===== config.mk =====
export PLATFORM = sky130hd
export DESIGN_NAME = seq_controller
export DESIGN_NICKNAME = d
export VERILOG_FILES = /design/src/rtl/risc_pkg.sv /design/src/rtl/phase_tracker.sv /design/src/rtl/seq_controller.sv
export SDC_FILE = /design/constraint.sdc
export NUM_CORES = 1
export LEC_CHECK = 0
export CAP_MARGIN = 20
export CORE_MARGIN = 4
export CORE_UTILIZATION = 48
export CTS_CLUSTER_SIZE = 25
export DETAILED_ROUTE_END_ITERATION = 10
export GPL_TIMING_DRIVEN = 0
export PLACE_DENSITY = 0.89
export SETUP_SLACK_MARGIN = 0.3
export SLEW_MARGIN = 20
export SYNTH_ARGS = -nofsm -noshare
export SYNTH_HDL_FRONTEND = slang
export SYNTH_SLANG_ARGS = --single-unit

===== constraint.sdc =====
create_clock -name CLK -period 3.79 [get_ports CLK]
set_input_delay 0.379 -clock CLK [delete_from_list [all_inputs] [get_ports CLK]]
set_output_delay 0.379 -clock CLK [all_outputs]
set_load 0.01 [all_outputs]

===== src/rtl/risc_pkg.sv =====
// risc_pkg: shared encodings for the RISC-Y sequencer slice.
//   phase_t  - phase generator code (FETCH..UPDATE), advances +1 mod 4
//   opcode_t - 3-bit instruction opcode (HLT..JMP)
//   loads_ac - true for opcodes that read memory into the accumulator
//   next_phase - legal successor of a phase (UPDATE wraps to FETCH)
package risc_pkg;

  typedef enum logic [1:0] {
    PH_FETCH   = 2'd0,
    PH_DECODE  = 2'd1,
    PH_EXECUTE = 2'd2,
    PH_UPDATE  = 2'd3
  } phase_t;

  typedef enum logic [2:0] {
    OP_HLT = 3'd0,
    OP_SKZ = 3'd1,
    OP_ADD = 3'd2,
    OP_AND = 3'd3,
    OP_XOR = 3'd4,
    OP_LDA = 3'd5,
    OP_STO = 3'd6,
    OP_JMP = 3'd7
  } opcode_t;

  // ALU ops plus LDA: these read an operand and load the accumulator.
  function automatic logic loads_ac(input opcode_t op);
    return (op == OP_ADD) || (op == OP_AND) || (op == OP_XOR) || (op == OP_LDA);
  endfunction

  function automatic phase_t next_phase(input phase_t p);
    return phase_t'(p + 2'd1);
  endfunction

endpackage


===== src/rtl/phase_tracker.sv =====
// phase_tracker: remembers the previously sampled phase, flags a phase entry
// (sampled phase differs from the stored one) and checks that the change is
// the legal +1 mod 4 step. An illegal change latches a sticky sequence error.
//   CLK, RST   - clock / asynchronous active-low reset
//   i_stop     - machine halted: freeze tracking, suppress entry
//   i_phase    - phase code sampled this cycle
//   o_entry    - this cycle is a phase entry (combinational)
//   o_illegal  - this entry is not the legal successor (combinational)
//   o_seq_err  - sticky registered sequence error
import risc_pkg::*;

module phase_tracker (
  input  logic   CLK,
  input  logic   RST,
  input  logic   i_stop,
  input  phase_t i_phase,
  output logic   o_entry,
  output logic   o_illegal,
  output logic   o_seq_err
);

  phase_t r_prev;
  logic   r_seq_err;
  logic   w_stop;
  logic   w_entry;
  logic   w_illegal;

  assign w_stop    = i_stop | r_seq_err;
  assign w_entry   = !w_stop && (i_phase != r_prev);
  assign w_illegal = w_entry && (i_phase != next_phase(r_prev));

  // Reset to UPDATE so the first FETCH after reset counts as an entry.
  always_ff @(posedge CLK or negedge RST) begin
    if (!RST) begin
      r_prev    <= PH_UPDATE;
      r_seq_err <= 1'b0;
    end else if (!w_stop) begin
      r_prev <= i_phase;
      if (w_illegal)
        r_seq_err <= 1'b1;
    end
  end

  assign o_entry   = w_entry;
  assign o_illegal = w_illegal;
  assign o_seq_err = r_seq_err;

endmodule


===== src/rtl/seq_controller.sv =====
// seq_controller: instruction sequence controller for the RISC-Y CPU.
// Decodes phase/opcode/zero into registered datapath control and gates the
// phase generator, freezing the machine on HLT or a phase-sequence error.
//   CLK, RST        - clock / asynchronous active-low reset
//   PHASE, OPCODE   - phase code and instruction opcode
//   ZERO            - accumulator equals zero
//   PH_EN_N         - phase generator enable, active-low
//   SEL, RD, DATA_E - levels held for the whole phase
//   LD_IR, INC_PC, LD_AC, WR, LD_PC - one-clock strobes on phase entry
//   HALT, SEQ_ERR   - sticky halt / sequence error, cleared only by reset
import risc_pkg::*;

module seq_controller (
  input  logic       CLK,
  input  logic       RST,
  input  logic [1:0] PHASE,
  input  logic [2:0] OPCODE,
  input  logic       ZERO,
  output logic       PH_EN_N,
  output logic       SEL,
  output logic       RD,
  output logic       DATA_E,
  output logic       LD_IR,
  output logic       INC_PC,
  output logic       LD_AC,
  output logic       WR,
  output logic       LD_PC,
  output logic       HALT,
  output logic       SEQ_ERR
);

  phase_t  w_phase;
  opcode_t w_op;
  logic    w_entry;
  logic    w_illegal;
  logic    w_seq_err;

  logic r_ph_en_n, r_sel, r_rd, r_data_e;
  logic r_ld_ir, r_inc_pc, r_ld_ac, r_wr, r_ld_pc;
  logic r_halt, r_skip;

  logic w_ph_en_n, w_sel, w_rd, w_data_e;
  logic w_ld_ir, w_inc_pc, w_ld_ac, w_wr, w_ld_pc;
  logic w_halt, w_skip;

  assign w_phase = phase_t'(PHASE);
  assign w_op    = opcode_t'(OPCODE);

  // A sequence error always sets HALT too, so HALT alone stops tracking.
  phase_tracker u_tracker (
    .CLK       (CLK),
    .RST       (RST),
    .i_stop    (r_halt),
    .i_phase   (w_phase),
    .o_entry   (w_entry),
    .o_illegal (w_illegal),
    .o_seq_err (w_seq_err)
  );

  always_comb begin
    w_ph_en_n = 1'b1;
    w_sel     = 1'b0;
    w_rd      = 1'b0;
    w_data_e  = 1'b0;
    w_ld_ir   = 1'b0;
    w_inc_pc  = 1'b0;
    w_ld_ac   = 1'b0;
    w_wr      = 1'b0;
    w_ld_pc   = 1'b0;
    w_halt    = r_halt;
    w_skip    = r_skip;
    if (!r_halt) begin
      if (w_illegal) begin
        w_halt = 1'b1;
      end else begin
        w_ph_en_n = 1'b0;
        unique case (w_phase)
          PH_FETCH: begin
            w_sel   = 1'b1;
            w_rd    = 1'b1;
            w_ld_ir = w_entry;
            if (w_entry)
              w_skip = 1'b0;
          end
          PH_DECODE: begin
            w_rd = loads_ac(w_op);
          end
          PH_EXECUTE: begin
            w_rd     = loads_ac(w_op);
            w_data_e = (w_op == OP_STO);
            if (w_entry) begin
              w_inc_pc = (w_op != OP_HLT);
              w_ld_ac  = loads_ac(w_op);
              w_wr     = (w_op == OP_STO);
              if (w_op == OP_SKZ)
                w_skip = ZERO;
              if (w_op == OP_HLT) begin
                w_halt    = 1'b1;
                w_ph_en_n = 1'b1;
              end
            end
          end
          PH_UPDATE: begin
            w_data_e = (w_op == OP_STO);
            if (w_entry) begin
              w_ld_pc  = (w_op == OP_JMP);
              w_inc_pc = (w_op == OP_SKZ) && r_skip;
            end
          end
          default: ;
        endcase
      end
    end
  end

  always_ff @(posedge CLK or negedge RST) begin
    if (!RST) begin
      r_ph_en_n <= 1'b1;
      r_sel     <= 1'b0;
      r_rd      <= 1'b0;
      r_data_e  <= 1'b0;
      r_ld_ir   <= 1'b0;
      r_inc_pc  <= 1'b0;
      r_ld_ac   <= 1'b0;
      r_wr      <= 1'b0;
      r_ld_pc   <= 1'b0;
      r_halt    <= 1'b0;
      r_skip    <= 1'b0;
    end else begin
      r_ph_en_n <= w_ph_en_n;
      r_sel     <= w_sel;
      r_rd      <= w_rd;
      r_data_e  <= w_data_e;
      r_ld_ir   <= w_ld_ir;
      r_inc_pc  <= w_inc_pc;
      r_ld_ac   <= w_ld_ac;
      r_wr      <= w_wr;
      r_ld_pc   <= w_ld_pc;
      r_halt    <= w_halt;
      r_skip    <= w_skip;
    end
  end

  assign PH_EN_N = r_ph_en_n;
  assign SEL     = r_sel;
  assign RD      = r_rd;
  assign DATA_E  = r_data_e;
  assign LD_IR   = r_ld_ir;
  assign INC_PC  = r_inc_pc;
  assign LD_AC   = r_ld_ac;
  assign WR      = r_wr;
  assign LD_PC   = r_ld_pc;
  assign HALT    = r_halt;
  assign SEQ_ERR = w_seq_err;

endmodule


### Word level (Yosys, flattened, before mapping)

Index checks and enable logic that the tools add are counted.

| cells by class | value |
|---|---|
| add/subtract/negate cells | 1 |
| equality and inequality tests | 15 |
| muxes and demuxes | 38 |
| bitwise operators | 4 |
| reductions and logical operators | 15 |

Operators with widths:

| kind | number |
|---|---|
| $mux 1 | 35 |
| $eq 3x3->1 const B | 4 |
| $eq 3x2->1 const B | 2 |
| $pmux 1 s2 | 3 |
| $reduce_and 6->1 | 1 |
| $eq 2x2->1 const B | 2 |
| $ne 2x1->1 const B | 2 |
| $ne 2x2->1 | 2 |
| $reduce_or 2->1 | 2 |
| $eq 3x1->1 const B | 1 |
| $logic_and 1x1->1 | 3 |
| $logic_not 3->1 | 1 |
| $logic_or 1x1->1 | 3 |
| $not 1->1 | 3 |
| $reduce_bool 3->1 | 1 |
| $add 2x1->2 const B | 1 |
| $eq 2x1->1 const B | 1 |
| $logic_not 2->1 | 1 |
| $ne 2x2->1 const B | 1 |
| $reduce_and 2->1 | 1 |
| $reduce_bool 2->1 | 1 |
| $logic_not 1->1 | 1 |
| $or 1x1->1 | 1 |

| word-level totals | value |
|---|---|
| flip-flop bits (word level) | 14 |
| bits of input ports | 8 |
| output and inout bits | 11 |
| word-level logic and storage cells | 86 |

### Logic depth before layout (Yosys ltp)

Gate-level depths: netlist (run 1).

| depth | value |
|---|---|
| depth after elaboration | 8 |
| mapped depth | 5 |
| depth with buffers taken out | 5 |

### Hierarchy

A second synthesis (run 1) with hierarchy kept.

| second synthesis, totals | value |
|---|---|
| cells, all modules | 56 |
| area total of the unflattened synthesis | 656.9 um^2 |

By module, submodules not included:

| module | instances | cells an instance | area an instance (um^2) | seq. area each (um^2) |
|---|---|---|---|---|
| seq_controller | 1 | 43 | 494.2 | 276.5 |
| phase_tracker | 1 | 13 | 162.7 | 77.6 |

### Worst setup path before layout (run 1)

No wires, ideal clock.

| timing | value |
|---|---|
| path kind | register to register |
| start point | reg u_tracker.r_prev[1] |
| end point | reg r_skip |
| setup time | 0.127 ns |
| arrival | 1.352 ns |
| path slack | 2.311 ns |
| stages on the path, launching flop included | 5 |
| path buffers | 0 |
| period minus slack after synthesis | 1.479 ns |
| path through | dfstp_2 -> xor2_1 -> mux2i_1 -> nor3_1 -> nand3b_1 |

| on the way | value |
|---|---|
| longest elaborated chain between the ends | 5 |
| elaborated cells on any way between the ends | 9 |
| those cells by class | add/sub: 1; eq/ne: 4; bitwise: 1; reduce/logical: 3 |

Ends and longest elaborated chain:

| element | RTL line | text |
|---|---|---|
| start: declaration | phase_tracker.sv:22 | `phase_t r_prev;` |
| start signal: assignment | phase_tracker.sv:38 | `r_prev <= i_phase;` |
| $add 2x1->2 / $ne 2x2->1 (equally long branches) | risc_pkg.sv:32, phase_tracker.sv:29 |  |
| $ne 2x2->1 / $logic_and 1x1->1 (equally long branches) | phase_tracker.sv:30, phase_tracker.sv:29 |  |
| $logic_and 1x1->1 | phase_tracker.sv:30 | `assign w_illegal = w_entry && (i_phase != next_phase(r_prev));` |
| $not 1->1 (no line) | -- |  |
| $reduce_and 6->1 (no line) (*) | -- |  |
| end signal: assignment | seq_controller.sv:140 | `r_skip <= w_skip;` |
| end: declaration | seq_controller.sv:40 | `logic r_halt, r_skip;` |

Mark *: on every way between the ends. The rest lies on a longest branch, timed or not.
A chain may end at the register's enable or synchronous reset.

### Final worst setup path (run 1)

| timing | value |
|---|---|
| start point | in PHASE[1] |
| end point | reg r_halt, in the netlist HALT |

| on the way | value |
|---|---|
| longest elaborated chain between the ends | 6 |
| elaborated cells on any way between the ends | 9 |
| those cells by class | eq/ne: 3; mux: 4; reduce/logical: 2 |

Ends and longest elaborated chain:

| element | RTL line | text |
|---|---|---|
| start: declaration | seq_controller.sv:16 | `input logic [1:0] PHASE,` |
| $ne 2x2->1 | phase_tracker.sv:29 | `assign w_entry = !w_stop && (i_phase != r_prev);` |
| $logic_and 1x1->1 | phase_tracker.sv:29 |  |
| $mux 1 | seq_controller.sv:91 | `if (w_entry) begin` |
| $mux 1 | seq_controller.sv:77 | `unique case (w_phase)` |
| $mux 1 (*) | seq_controller.sv:73 | `if (w_illegal) begin` |
| $mux 1 (*) | seq_controller.sv:72 | `if (!r_halt) begin` |
| via w_halt | seq_controller.sv:44 | `logic w_halt, w_skip;` |
| end signal: assignment | seq_controller.sv:139 | `r_halt <= w_halt;` |
| end: declaration | seq_controller.sv:40 |  |

The timed path passes the listed nets; every way through them passes the cells marked *.

==> results of run 1 <==
## cells in the mapped netlist (all sizes together) (2+ instances only)
master | instances | share of area (%)
dfrtp | 11 | 41
nor2 | 7 | 3.9
ha | 4 | 7.5
inv | 4 | 2.2
nand2 | 4 | 2.2
dfstp | 3 | 12
nor3 | 3 | 2.2
o21bai | 3 | 5.1
mux2 | 2 | 3.4
nand3b | 2 | 2.2
nor4 | 2 | 1.9
nor4b | 2 | 2.6
o21ai | 2 | 1.5
xnor2 | 2 | 2.6
## worst max-delay path by stage
stage / from / to / cells past startpoint
finish: PHASE[1] / HALT$_DFF_PN0_ / 4
global route: PHASE[1] / r_skip$_DFFE_PN0P_ / 5
CTS: PHASE[1] / HALT$_DFF_PN0_ / 4
detailed placement: PHASE[1] / HALT$_DFF_PN0_ / 4
global placement: PHASE[1] / r_skip$_DFFE_PN0P_ / 5
floorplan: u_tracker.r_prev[1]$_DFFE_PN1N_ / r_skip$_DFFE_PN0P_ / 4
## worst max-delay path, cell delays in order
cell	delay, ns
sky130_fd_sc_hd__clkdlybuf4s50_1	0.52
sky130_fd_sc_hd__xor2_1	0.25
sky130_fd_sc_hd__o311ai_0	0.65
sky130_fd_sc_hd__o21bai_1	0.20
## registers in the layout (all words and copies together), names as in the netlist
register             count
DATA_E                   1
HALT                     1
INC_PC                   1
LD_AC                    1
LD_IR                    1
LD_PC                    1
PH_EN_N                  1
RD                       1
SEL                      1
WR                       1
r_skip                   1
u_tracker.o_seq_err      1
u_tracker.r_prev         2
## final cells by class
type	count	area share, %
clock buffer	4	4.02
inverter	4	1.66
multi-input combinational	42	33.1
sequential	14	39.2
tap	15	2.08
timing repair buffer	18	19.9
## power groups by stage
| stage | Sequential [mW] | Clock, mW | Combinational, mW |
|---|---|---|---|
| after floorplan | 0.201 | 0 | 0.0584 |
| after global placement | 0.198 | 0 | 0.100 |
| after detailed placement | 0.200 | 0 | 0.103 |
| after CTS | 0.198 | 0.108 | 0.103 |
| after global routing | 0.200 | 0.114 | 0.113 |
| final | 0.197 | 0.104 | 0.103 |
## cells in the final DEF, fill, tap and decap left out
master	Yosys	layout
sky130_fd_sc_hd__clkbuf_4	0	3
sky130_fd_sc_hd__nand3b_1	2	2
sky130_fd_sc_hd__nor2_1	7	7
sky130_fd_sc_hd__nand3_1	1	1
sky130_fd_sc_hd__a21oi_1	1	1
sky130_fd_sc_hd__nor3_1	3	3
sky130_fd_sc_hd__nand2_1	4	4
sky130_fd_sc_hd__nor3b_1	1	1
sky130_fd_sc_hd__o21bai_4	1	1
sky130_fd_sc_hd__dfstp_2	3	3
sky130_fd_sc_hd__o21ai_0	2	2
sky130_fd_sc_hd__nor4b_1	2	2
sky130_fd_sc_hd__mux2_2	2	2
sky130_fd_sc_hd__xor2_1	1	1
sky130_fd_sc_hd__or3_1	1	1
sky130_fd_sc_hd__clkdlybuf4s50_1	0	18
sky130_fd_sc_hd__mux2i_1	1	1
sky130_fd_sc_hd__clkbuf_8	0	1
sky130_fd_sc_hd__o21bai_1	2	2
sky130_fd_sc_hd__o311ai_0	1	1
sky130_fd_sc_hd__nor2b_1	1	1
sky130_fd_sc_hd__nand4_1	1	1
sky130_fd_sc_hd__ha_1	4	4
sky130_fd_sc_hd__xnor2_1	2	2
sky130_fd_sc_hd__inv_1	4	4
sky130_fd_sc_hd__dfrtp_1	11	11
sky130_fd_sc_hd__nor4_1	2	2
## cell families (layout without fill, tap and decap cells)
group,after synthesis,count (layout)
simple gates,25,25
flops,14,14
xor+xnor,3,3
fa+ha+maj,4,4
mux,3,3
compound gates,7,7
buf+inv,4,26
## routing by layer
layer	track usage (%)	share of wire, %
met1	17.0	40
met2	25.1	52
met3	2.39	6.2
met4	5.26	1.0
met5	0	0
## through the flow
step	utilization, %	total power [mW]
floorplan	-	0.260
global placement	66.6	0.298
detailed placement	66.6	0.303
CTS	69.4	0.408
global route	69.4	0.427
finish	69.4	0.404
==> impl_results.html, run 1 <==
<table>
<tr><th>Metric</th><th>Value</th></tr>
<tr><th colspan="2">Timing</th></tr>
<tr><td>Fraction of the cycle the final worst path needs</td><td>49.4%</td></tr>
<tr><td>Final Hold Viols</td><td>0</td></tr>
<tr><td>Setup repair after global routing missed its margin</td><td>no</td></tr>
<tr><td>Highest clock rate</td><td>0.534 GHz</td></tr>
<tr><td>Final min period</td><td>between 1.5 and 2 ns</td></tr>
<tr><td>Final worst setup slack</td><td>1.92 ns</td></tr>
<tr><td>Slew of the pin with the lowest slew margin</td><td>0.688 ns</td></tr>
<tr><td>Final clock skew</td><td>0.00248 ns</td></tr>
<tr><td>Final setup violating endpoints</td><td>0</td></tr>
<tr><td>Max-slew headroom at the worst pin</td><td>between 50 and 60%</td></tr>
<tr><td>Worst hold margin</td><td>0.476 ns</td></tr>
<tr><td>Number of max-slew violations in the final report</td><td>0</td></tr>
<tr><td>Sum Neg Setup Slack</td><td>0 ns</td></tr>
<tr><th colspan="2">Synth</th></tr>
<tr><td>Count of synthesis-stage warnings from yosys</td><td>0</td></tr>
<tr><td>Number of storage elements in the synthesis netlist</td><td>14</td></tr>
<tr><td>Gate Count Post-Synth</td><td>60</td></tr>
<tr><td>Netlist area before placement</td><td>~670 um2</td></tr>
<tr><td>Share of the yosys chip area belonging to registers</td><td>between 50% and 60%</td></tr>
<tr><td>Fraction of synthesis flops using an asynchronous set or reset pin</td><td>100%</td></tr>
<tr><td>Portion of netlist area occupied by mux cells</td><td>4.87%</td></tr>
<tr><td>Synth Area in Compound Gates</td><td>8.61%</td></tr>
<tr><td>Dominant synthesized flop cell</td><td>sky130_fd_sc_hd__dfrtp_1</td></tr>
<tr><td>Avg Inst Size Synth</td><td>11.1 um2</td></tr>
<tr><td>Number of enable-type register cells in the synthesized netlist</td><td>0</td></tr>
<tr><td>Distinct cell type count of the synthesized netlist</td><td>24</td></tr>
<tr><td>Post-synthesis simple-gate area fraction</td><td>19.9%</td></tr>
<tr><td>Main combinational cell family by area after synthesis</td><td>simple AND/OR/NAND/NOR gates</td></tr>
<tr><td>Adder and majority gate portion of the synthesized area</td><td>about 7.5%</td></tr>
<tr><td>Xor/xnor share of the synthesized area</td><td>3.93%</td></tr>
<tr><td>Net count after synthesis</td><td>72</td></tr>
<tr><th colspan="2">Power and ir drop</th></tr>
<tr><td>Design internal power</td><td>292 uW</td></tr>
<tr><td>Switching component of the power</td><td>about 110 uW</td></tr>
<tr><td>Clock share of power</td><td>between 20% and 30%</td></tr>
<tr><td>Highest ir drop seen on vdd</td><td>0.000335 V</td></tr>
<tr><td>Portion of total power attributed to combinational logic</td><td>~25%</td></tr>
<tr><td>Pwr/cell area</td><td>between 400 and 500 nW/um2</td></tr>
<tr><td>Fraction of power consumed by sequential logic</td><td>48.8%</td></tr>
<tr><td>Standby leakage power</td><td>0.369 nW</td></tr>
<tr><td>Sw frac</td><td>27.8%</td></tr>
<tr><th colspan="2">Cells and area</th></tr>
<tr><td>Layout fillers</td><td>104</td></tr>
<tr><td>Area growth from synthesis to layout</td><td>35.2%</td></tr>
<tr><td>FF/Latch Area</td><td>354 um2</td></tr>
<tr><td>Post-layout nets</td><td>95</td></tr>
<tr><td>Area used by multi-input combinational logic</td><td>299 um2</td></tr>
<tr><td>Count of non-filler cells in the finished layout</td><td>97</td></tr>
<tr><td>Number of inserted diodes</td><td>0</td></tr>
<tr><td>Post-route design area</td><td>903 um2</td></tr>
<tr><td>Share of layout cells above drive strength 1</td><td>12.2%</td></tr>
<tr><th colspan="2">Clock tree</th></tr>
<tr><td>Number of buffers on the longest clock path</td><td>2</td></tr>
<tr><td>Cts bufs inserted</td><td>3</td></tr>
<tr><td>Count of instances resized after the clock tree is built</td><td>0</td></tr>
<tr><td>Clock tree from TritonCTS</td><td>yes</td></tr>
<tr><td>Root cell of the clock tree</td><td>sky130_fd_sc_hd__clkbuf_4</td></tr>
<tr><td>Clock Latency Late Sink</td><td>0.27 ns</td></tr>
<tr><td>Hold bufs inserted after CTS</td><td>0</td></tr>
<tr><td>Number of clock sinks</td><td>14</td></tr>
<tr><td>Clock transition at path regs</td><td>0.08 ns</td></tr>
<tr><td>Number of H-tree levels</td><td>1</td></tr>
<tr><td>Post CTS Setup Buffer Count</td><td>0</td></tr>
<tr><th colspan="2">Placed design</th></tr>
<tr><td>Number of cells after detailed placement</td><td>93</td></tr>
<tr><td>Placed Instance Area</td><td>slightly below 900 um2</td></tr>
<tr><td>Post-place setup slack</td><td>1.60 ns</td></tr>
<tr><td>Gp weighted congestion</td><td>0.821</td></tr>
<tr><td>I/O Buffers</td><td>18</td></tr>
<tr><td>Post-detail-place hpwl</td><td>roughly 950 um</td></tr>
<tr><th colspan="2">Global route</th></tr>
<tr><td>Initial antenna violation count</td><td>0</td></tr>
<tr><td>Number of global-route vias before repair</td><td>508</td></tr>
<tr><td>Pin count of the biggest net entering global routing</td><td>15</td></tr>
<tr><td>Overflow left after global routing</td><td>0</td></tr>
<tr><td>Overall fraction of global-route tracks in use</td><td>14.2%</td></tr>
<tr><td>Wire length of the first global-routing pass</td><td>about 2100 um</td></tr>
<tr><th colspan="2">Floorplan</th></tr>
<tr><td>Overall die area</td><td>2050 um2</td></tr>
<tr><td>Die outline width</td><td>between 40 and 50 um</td></tr>
<tr><td>IO Pins</td><td>19</td></tr>
<tr><td>Initial core utilization</td><td>51.3%</td></tr>
<tr><td>Die boundary height</td><td>45.3 um</td></tr>
<tr><td>Site row count</td><td>13</td></tr>
<tr><td>Core Box Area</td><td>around 1300 um2</td></tr>
<tr><th colspan="2">Flow run</th></tr>
<tr><td>Max-Cap Viols</td><td>0</td></tr>
<tr><th colspan="2">Critical path</th></tr>
<tr><td>Classification of the worst setup path</td><td>input pin to flip-flop</td></tr>
<tr><td>Launch instance of the worst register-to-register path</td><td>u_tracker.r_prev[1]$_DFFE_PN1N_</td></tr>
<tr><td>Reg2reg path depth</td><td>4</td></tr>
<tr><td>Endpoint arrival time on the critical path</td><td>2.00 ns</td></tr>
<tr><td>Worst reg2reg setup slack</td><td>between 2 and 2.5 ns</td></tr>
<tr><td>Worst flop-to-flop path endpoint</td><td>r_skip$_DFFE_PN0P_</td></tr>
<tr><td>Type of element launching the critical path</td><td>input pin</td></tr>
<tr><td>Worst-path fanout max</td><td>6</td></tr>
<tr><td>Worst endpoint required time</td><td>about 3.9 ns</td></tr>
<tr><td>Critical Path End Type</td><td>flip-flop</td></tr>
<tr><th colspan="2">Route</th></tr>
<tr><td>Drt first pass iters</td><td>4</td></tr>
<tr><td>Mean routed wirelength per cell</td><td>12.2 um</td></tr>
<tr><td>Post-route antenna net violation count</td><td>0</td></tr>
<tr><td>Post-detailed-route via-to-cell ratio</td><td>5.30</td></tr>
<tr><td>Overall routed net length</td><td>1180 um</td></tr>
<tr><td>Initial DRC count</td><td>13</td></tr>
<tr><td>Via count</td><td>514</td></tr>
<tr><td>Post-route DRC</td><td>0</td></tr>
<tr><th colspan="2">Worst hold path</th></tr>
<tr><td>Min-delay worst type</td><td>input pin to asynchronous set/reset pin</td></tr>
<tr><th colspan="2">Status</th></tr>
<tr><td>Status</td><td>completed</td></tr>
</table>
(Power assumes the default switching activity.)
==> inputs of run 2 (changes only) <==
--- a/config.mk
+++ b/config.mk
@@ -7,11 +7,11 @@
 export LEC_CHECK = 0
 export CAP_MARGIN = 20
 export CORE_MARGIN = 4
-export CORE_UTILIZATION = 48
+export CORE_UTILIZATION = 40
 export CTS_CLUSTER_SIZE = 25
 export DETAILED_ROUTE_END_ITERATION = 10
 export GPL_TIMING_DRIVEN = 0
-export PLACE_DENSITY = 0.89
+export PLACE_DENSITY = 0.81
 export SETUP_SLACK_MARGIN = 0.3
 export SLEW_MARGIN = 20
 export SYNTH_ARGS = -nofsm -noshare
==> constraint.sdc (replaced) <==
create_clock -name CLK -period 1.54 [get_ports CLK]
set_input_delay 0.154 -clock CLK [delete_from_list [all_inputs] [get_ports CLK]]
set_output_delay 0.154 -clock CLK [all_outputs]
set_load 0.01 [all_outputs]
==> impl_results.html, run 2 (synthesis results as in run 1) <==
<table>
<tr><th>Metric</th><th>Value</th></tr>
<tr><th colspan="2">Clock tree</th></tr>
<tr><td>Clock tree from TritonCTS</td><td>yes</td></tr>
<tr><td>Clock transition at path regs</td><td>0.08 ns (about the same)</td></tr>
<tr><td>Number of H-tree levels</td><td>1 (unchanged)</td></tr>
<tr><td>Number of buffers on the longest clock path</td><td>2 (unchanged)</td></tr>
<tr><td>Root cell of the clock tree</td><td>sky130_fd_sc_hd__clkbuf_4</td></tr>
<tr><td>Number of clock sinks</td><td>14 (unchanged)</td></tr>
<tr><td>Hold bufs inserted after CTS</td><td>0 (unchanged)</td></tr>
<tr><td>Clock Latency Late Sink</td><td>0.28 ns (about the same)</td></tr>
<tr><td>Cts bufs inserted</td><td>3 (unchanged)</td></tr>
<tr><th colspan="2">Timing</th></tr>
<tr><td>Final Hold Viols</td><td>0 (unchanged)</td></tr>
<tr><td>Highest clock rate</td><td>0.674 GHz</td></tr>
<tr><td>Max-slew headroom at the worst pin</td><td>59.0% (+5.4 points)</td></tr>
<tr><td>Slew of the pin with the lowest slew margin</td><td>0.614 ns (-0.0744 ns)</td></tr>
<tr><td>Number of max-slew violations in the final report</td><td>0 (unchanged)</td></tr>
<tr><td>Fraction of the cycle the final worst path needs</td><td>between 90% and 100%</td></tr>
<tr><td>Final setup violating endpoints</td><td>0 (unchanged)</td></tr>
<tr><td>Final min period</td><td>1.48 ns</td></tr>
<tr><td>Final worst setup slack</td><td>0.0567 ns (-1.86 ns)</td></tr>
<tr><td>Final clock skew</td><td>0.00364 ns (+0.00116 ns)</td></tr>
<tr><td>Setup repair after global routing missed its margin</td><td>yes</td></tr>
<tr><td>Sum Neg Setup Slack</td><td>0 ns (unchanged)</td></tr>
<tr><td>Worst hold margin</td><td>0.254 ns (-0.223 ns)</td></tr>
<tr><th colspan="2">Global route</th></tr>
<tr><td>Wire length of the first global-routing pass</td><td>2250 um (+6.9%)</td></tr>
<tr><td>Initial antenna violation count</td><td>0 (unchanged)</td></tr>
<tr><td>Overflow left after global routing</td><td>0 (unchanged)</td></tr>
<tr><td>Overall fraction of global-route tracks in use</td><td>12.1% (-2.1 points)</td></tr>
<tr><td>Pin count of the biggest net entering global routing</td><td>15 (unchanged)</td></tr>
<tr><td>Number of global-route vias before repair</td><td>525 (+3.3%)</td></tr>
<tr><th colspan="2">Cells and area</th></tr>
<tr><td>Share of layout cells above drive strength 1</td><td>32.9% (+21 points)</td></tr>
<tr><td>Fraction of the core area covered by cells at the end of the flow</td><td>66.5% (-2.9 points)</td></tr>
<tr><td>Post-layout nets</td><td>98 (+3.2%)</td></tr>
<tr><td>Flip-flop count of the largest register after layout</td><td>2 (unchanged)</td></tr>
<tr><td>Area growth from synthesis to layout</td><td>53.4%</td></tr>
<tr><td>Number of inserted diodes</td><td>0 (unchanged)</td></tr>
<tr><td>Register name with the most flops</td><td>u_tracker.r_prev</td></tr>
<tr><td>Top library cells by usage in the layout, fill and taps aside</td><td>9 x sky130_fd_sc_hd__dfrtp_1, 9 x sky130_fd_sc_hd__dlygate4sd2_1, 5 x sky130_fd_sc_hd__nor2_1, 5 x sky130_fd_sc_hd__clkdlybuf4s50_1</td></tr>
<tr><th colspan="2">Critical path</th></tr>
<tr><td>Cell type of the slowest stage on the worst timing path</td><td>sky130_fd_sc_hd__dfstp_2</td></tr>
<tr><td>Worst-path fanout max</td><td>6 (unchanged)</td></tr>
<tr><td>Endpoint arrival time on the critical path</td><td>1.67 ns (-0.33 ns)</td></tr>
<tr><td>Buffering stage count on the worst path with inverters included</td><td>0 (-1)</td></tr>
<tr><td>Delay contributed by the slowest stage of the critical path</td><td>0.59 ns (-0.06 ns)</td></tr>
<tr><td>Largest delay contributor family on the critical path</td><td>flip-flops</td></tr>
<tr><td>Worst endpoint required time</td><td>1.72 ns (-2.20 ns)</td></tr>
<tr><td>Series of cell instances along the critical path</td><td>xor2_4, xnor2_2, o21bai_4, nor4_2</td></tr>
<tr><td>Critical Path End Type</td><td>flip-flop</td></tr>
<tr><td>Type of element launching the critical path</td><td>flip-flop</td></tr>
<tr><td>Classification of the worst setup path</td><td>flip-flop to flip-flop</td></tr>
<tr><th colspan="2">Power and ir drop</th></tr>
<tr><td>Pwr/cell area</td><td>1100 nW/um2 (+150%)</td></tr>
<tr><td>Clock share of power</td><td>23.0% (-2.7 points)</td></tr>
<tr><td>Standby leakage power</td><td>0.449 nW (+22%)</td></tr>
<tr><td>Sw frac</td><td>30.3% (+2.5 points)</td></tr>
<tr><td>Design internal power</td><td>786 uW (+170%)</td></tr>
<tr><td>Fraction of power consumed by sequential logic</td><td>44.9% (-3.9 points)</td></tr>
<tr><td>Switching component of the power</td><td>342 uW (+200%)</td></tr>
<tr><td>Highest ir drop seen on vdd</td><td>0.000694 V (+110%)</td></tr>
<tr><td>Portion of total power attributed to combinational logic</td><td>32.1% (+6.7 points)</td></tr>
<tr><th colspan="2">Floorplan</th></tr>
<tr><td>Initial core utilization</td><td>43.3% (-8.0 points)</td></tr>
<tr><td>Core Box Area</td><td>1540 um2 (+18%)</td></tr>
<tr><td>Site row count</td><td>14 (+1)</td></tr>
<tr><td>Die outline width</td><td>48.9 um (+7.9%)</td></tr>
<tr><td>Overall die area</td><td>2390 um2 (+16%)</td></tr>
<tr><td>Die boundary height</td><td>48.9 um (+7.9%)</td></tr>
<tr><td>IO Pins</td><td>19 (unchanged)</td></tr>
<tr><th colspan="2">Route</th></tr>
<tr><td>Via count</td><td>540 (+5.1%)</td></tr>
<tr><td>Post-route antenna net violation count</td><td>0 (unchanged)</td></tr>
<tr><td>Post-route met1 wirelength</td><td>582 um (+22%)</td></tr>
<tr><td>Post-detailed-route via-to-cell ratio</td><td>5.35 (+0.90%)</td></tr>
<tr><td>Mean routed wirelength per cell</td><td>13.6 um (+12%)</td></tr>
<tr><td>Detailed route wirelength on metal2</td><td>699 um (+13%)</td></tr>
<tr><td>Drt first pass iters</td><td>4 (unchanged)</td></tr>
<tr><td>Post-route DRC</td><td>0 (unchanged)</td></tr>
<tr><td>Uppermost layer routed</td><td>met4</td></tr>
<tr><td>Routed length on met3</td><td>72 um (-1.4%)</td></tr>
<tr><td>Overall routed net length</td><td>1380 um (+16%)</td></tr>
<tr><td>Initial DRC count</td><td>9 (-4)</td></tr>
<tr><th colspan="2">Flow run</th></tr>
<tr><td>Max-Cap Viols</td><td>0 (unchanged)</td></tr>
<tr><th colspan="2">Placed design</th></tr>
<tr><td>Gp weighted congestion</td><td>0.788 (-4.0%)</td></tr>
<tr><td>I/O Buffers</td><td>18 (unchanged)</td></tr>
<tr><td>Post-place setup slack</td><td>-0.293 ns (-1.90 ns)</td></tr>
<tr><td>Post-detail-place hpwl</td><td>955 um (+0.16%)</td></tr>
<tr><th colspan="2">Worst hold path</th></tr>
<tr><td>Min-delay worst type</td><td>input pin to asynchronous set/reset pin</td></tr>
<tr><th colspan="2">Status</th></tr>
<tr><td>Status</td><td>completed</td></tr>
</table>
-- run 2: cell count changes in the layout (fill, tap and decap cells not counted), moves of 2 or more --
| cell | change |
|---|---|
| sky130_fd_sc_hd__dlygate4sd2_1 | +9 |
| sky130_fd_sc_hd__dfrtp_2 | +2 |
| sky130_fd_sc_hd__dfrtp_1 | -2 |
| sky130_fd_sc_hd__clkdlybuf4s50_1 | -13 |
| sky130_fd_sc_hd__dlymetal6s2s_1 | +3 |
| sky130_fd_sc_hd__nor4_2 | +2 |
| sky130_fd_sc_hd__nor2_2 | +2 |
| sky130_fd_sc_hd__nor2_1 | -2 |
| sky130_fd_sc_hd__buf_4 | +2 |
| sky130_fd_sc_hd__nor4_1 | -2 |
-- run 2: layer usage --
metal,global-route usage (%),vias to the layer above
li1,-,263
met1,13.7,258
met2,20.7,15
met3,2.75,4
met4,6.73,0
met5,0,-
-- run 2: metrics by stage --
stage          instance area [um2]  power (mW)  instances
2_1_floorplan                  679       0.655         60
3_3_place_gp                   880       0.754         94
3_5_place_dp                   880       0.761         94
4_1_cts                        968        1.06         99
5_1_grt                       1020        1.19        101
6_report                      1020        1.13        101
-- run 2: final cells by class --
cell class / instances / area, um2
Clock buffer: 4 / 36.3
Fill cell: 116 / 517
Inverter: 4 / 15.0
Multi-Input combinational cell: 42 / 394
Sequential cell: 14 / 357
Tap cell: 16 / 20.0
Timing Repair Buffer: 21 / 203
-- run 2: timing repair --
item,CTS,global route
setup buffers,1,2
setup endpoints to repair,22,15
resized for setup,21,11
pin swaps,1,4
-- run 2: power by group through the flow --
stage	sequential, mW	clock, mW	combinational, mW
finish	0.507	0.259	0.362
global route	0.515	0.286	0.392
CTS	0.499	0.264	0.297
detailed placement	0.497	0	0.264
global placement	0.494	0	0.260
floorplan	0.500	0	0.154
-- run 2: final timing paths --
check / start / to / slack, ns / cells past startpoint
setup / recovery: u_tracker.r_prev[1]$_DFFE_PN1N_ / WR$_DFF_PN0_ / 0.06 / 4
setup reg to reg: u_tracker.r_prev[1]$_DFFE_PN1N_ / WR$_DFF_PN0_ / 0.06 / 4
max in group asynchronous: RST / u_tracker.o_seq_err$_DFFE_PN0P_ / 0.86 / 1
hold reg to reg: HALT$_DFF_PN0_ / u_tracker.o_seq_err$_DFFE_PN0P_ / 0.53 / 1
min in group CLK: PHASE[0] / u_tracker.r_prev[0]$_DFFE_PN1N_ / 0.39 / 2
hold / removal: RST / RD$_DFF_PN0_ / 0.25 / 1
==> inputs of run 3 (changes only) <==
--- a/config.mk
+++ b/config.mk
@@ -5,7 +5,6 @@
 export SDC_FILE = /design/constraint.sdc
 export NUM_CORES = 1
 export LEC_CHECK = 0
-export CAP_MARGIN = 20
 export CORE_MARGIN = 4
 export CORE_UTILIZATION = 40
 export CTS_CLUSTER_SIZE = 25
@@ -13,7 +12,6 @@
 export GPL_TIMING_DRIVEN = 0
 export PLACE_DENSITY = 0.81
 export SETUP_SLACK_MARGIN = 0.3
-export SLEW_MARGIN = 20
 export SYNTH_ARGS = -nofsm -noshare
 export SYNTH_HDL_FRONTEND = slang
 export SYNTH_SLANG_ARGS = --single-unit
==> results of run 3 <==
The final DEF is identical to that of run 2; final timing and power are the same.
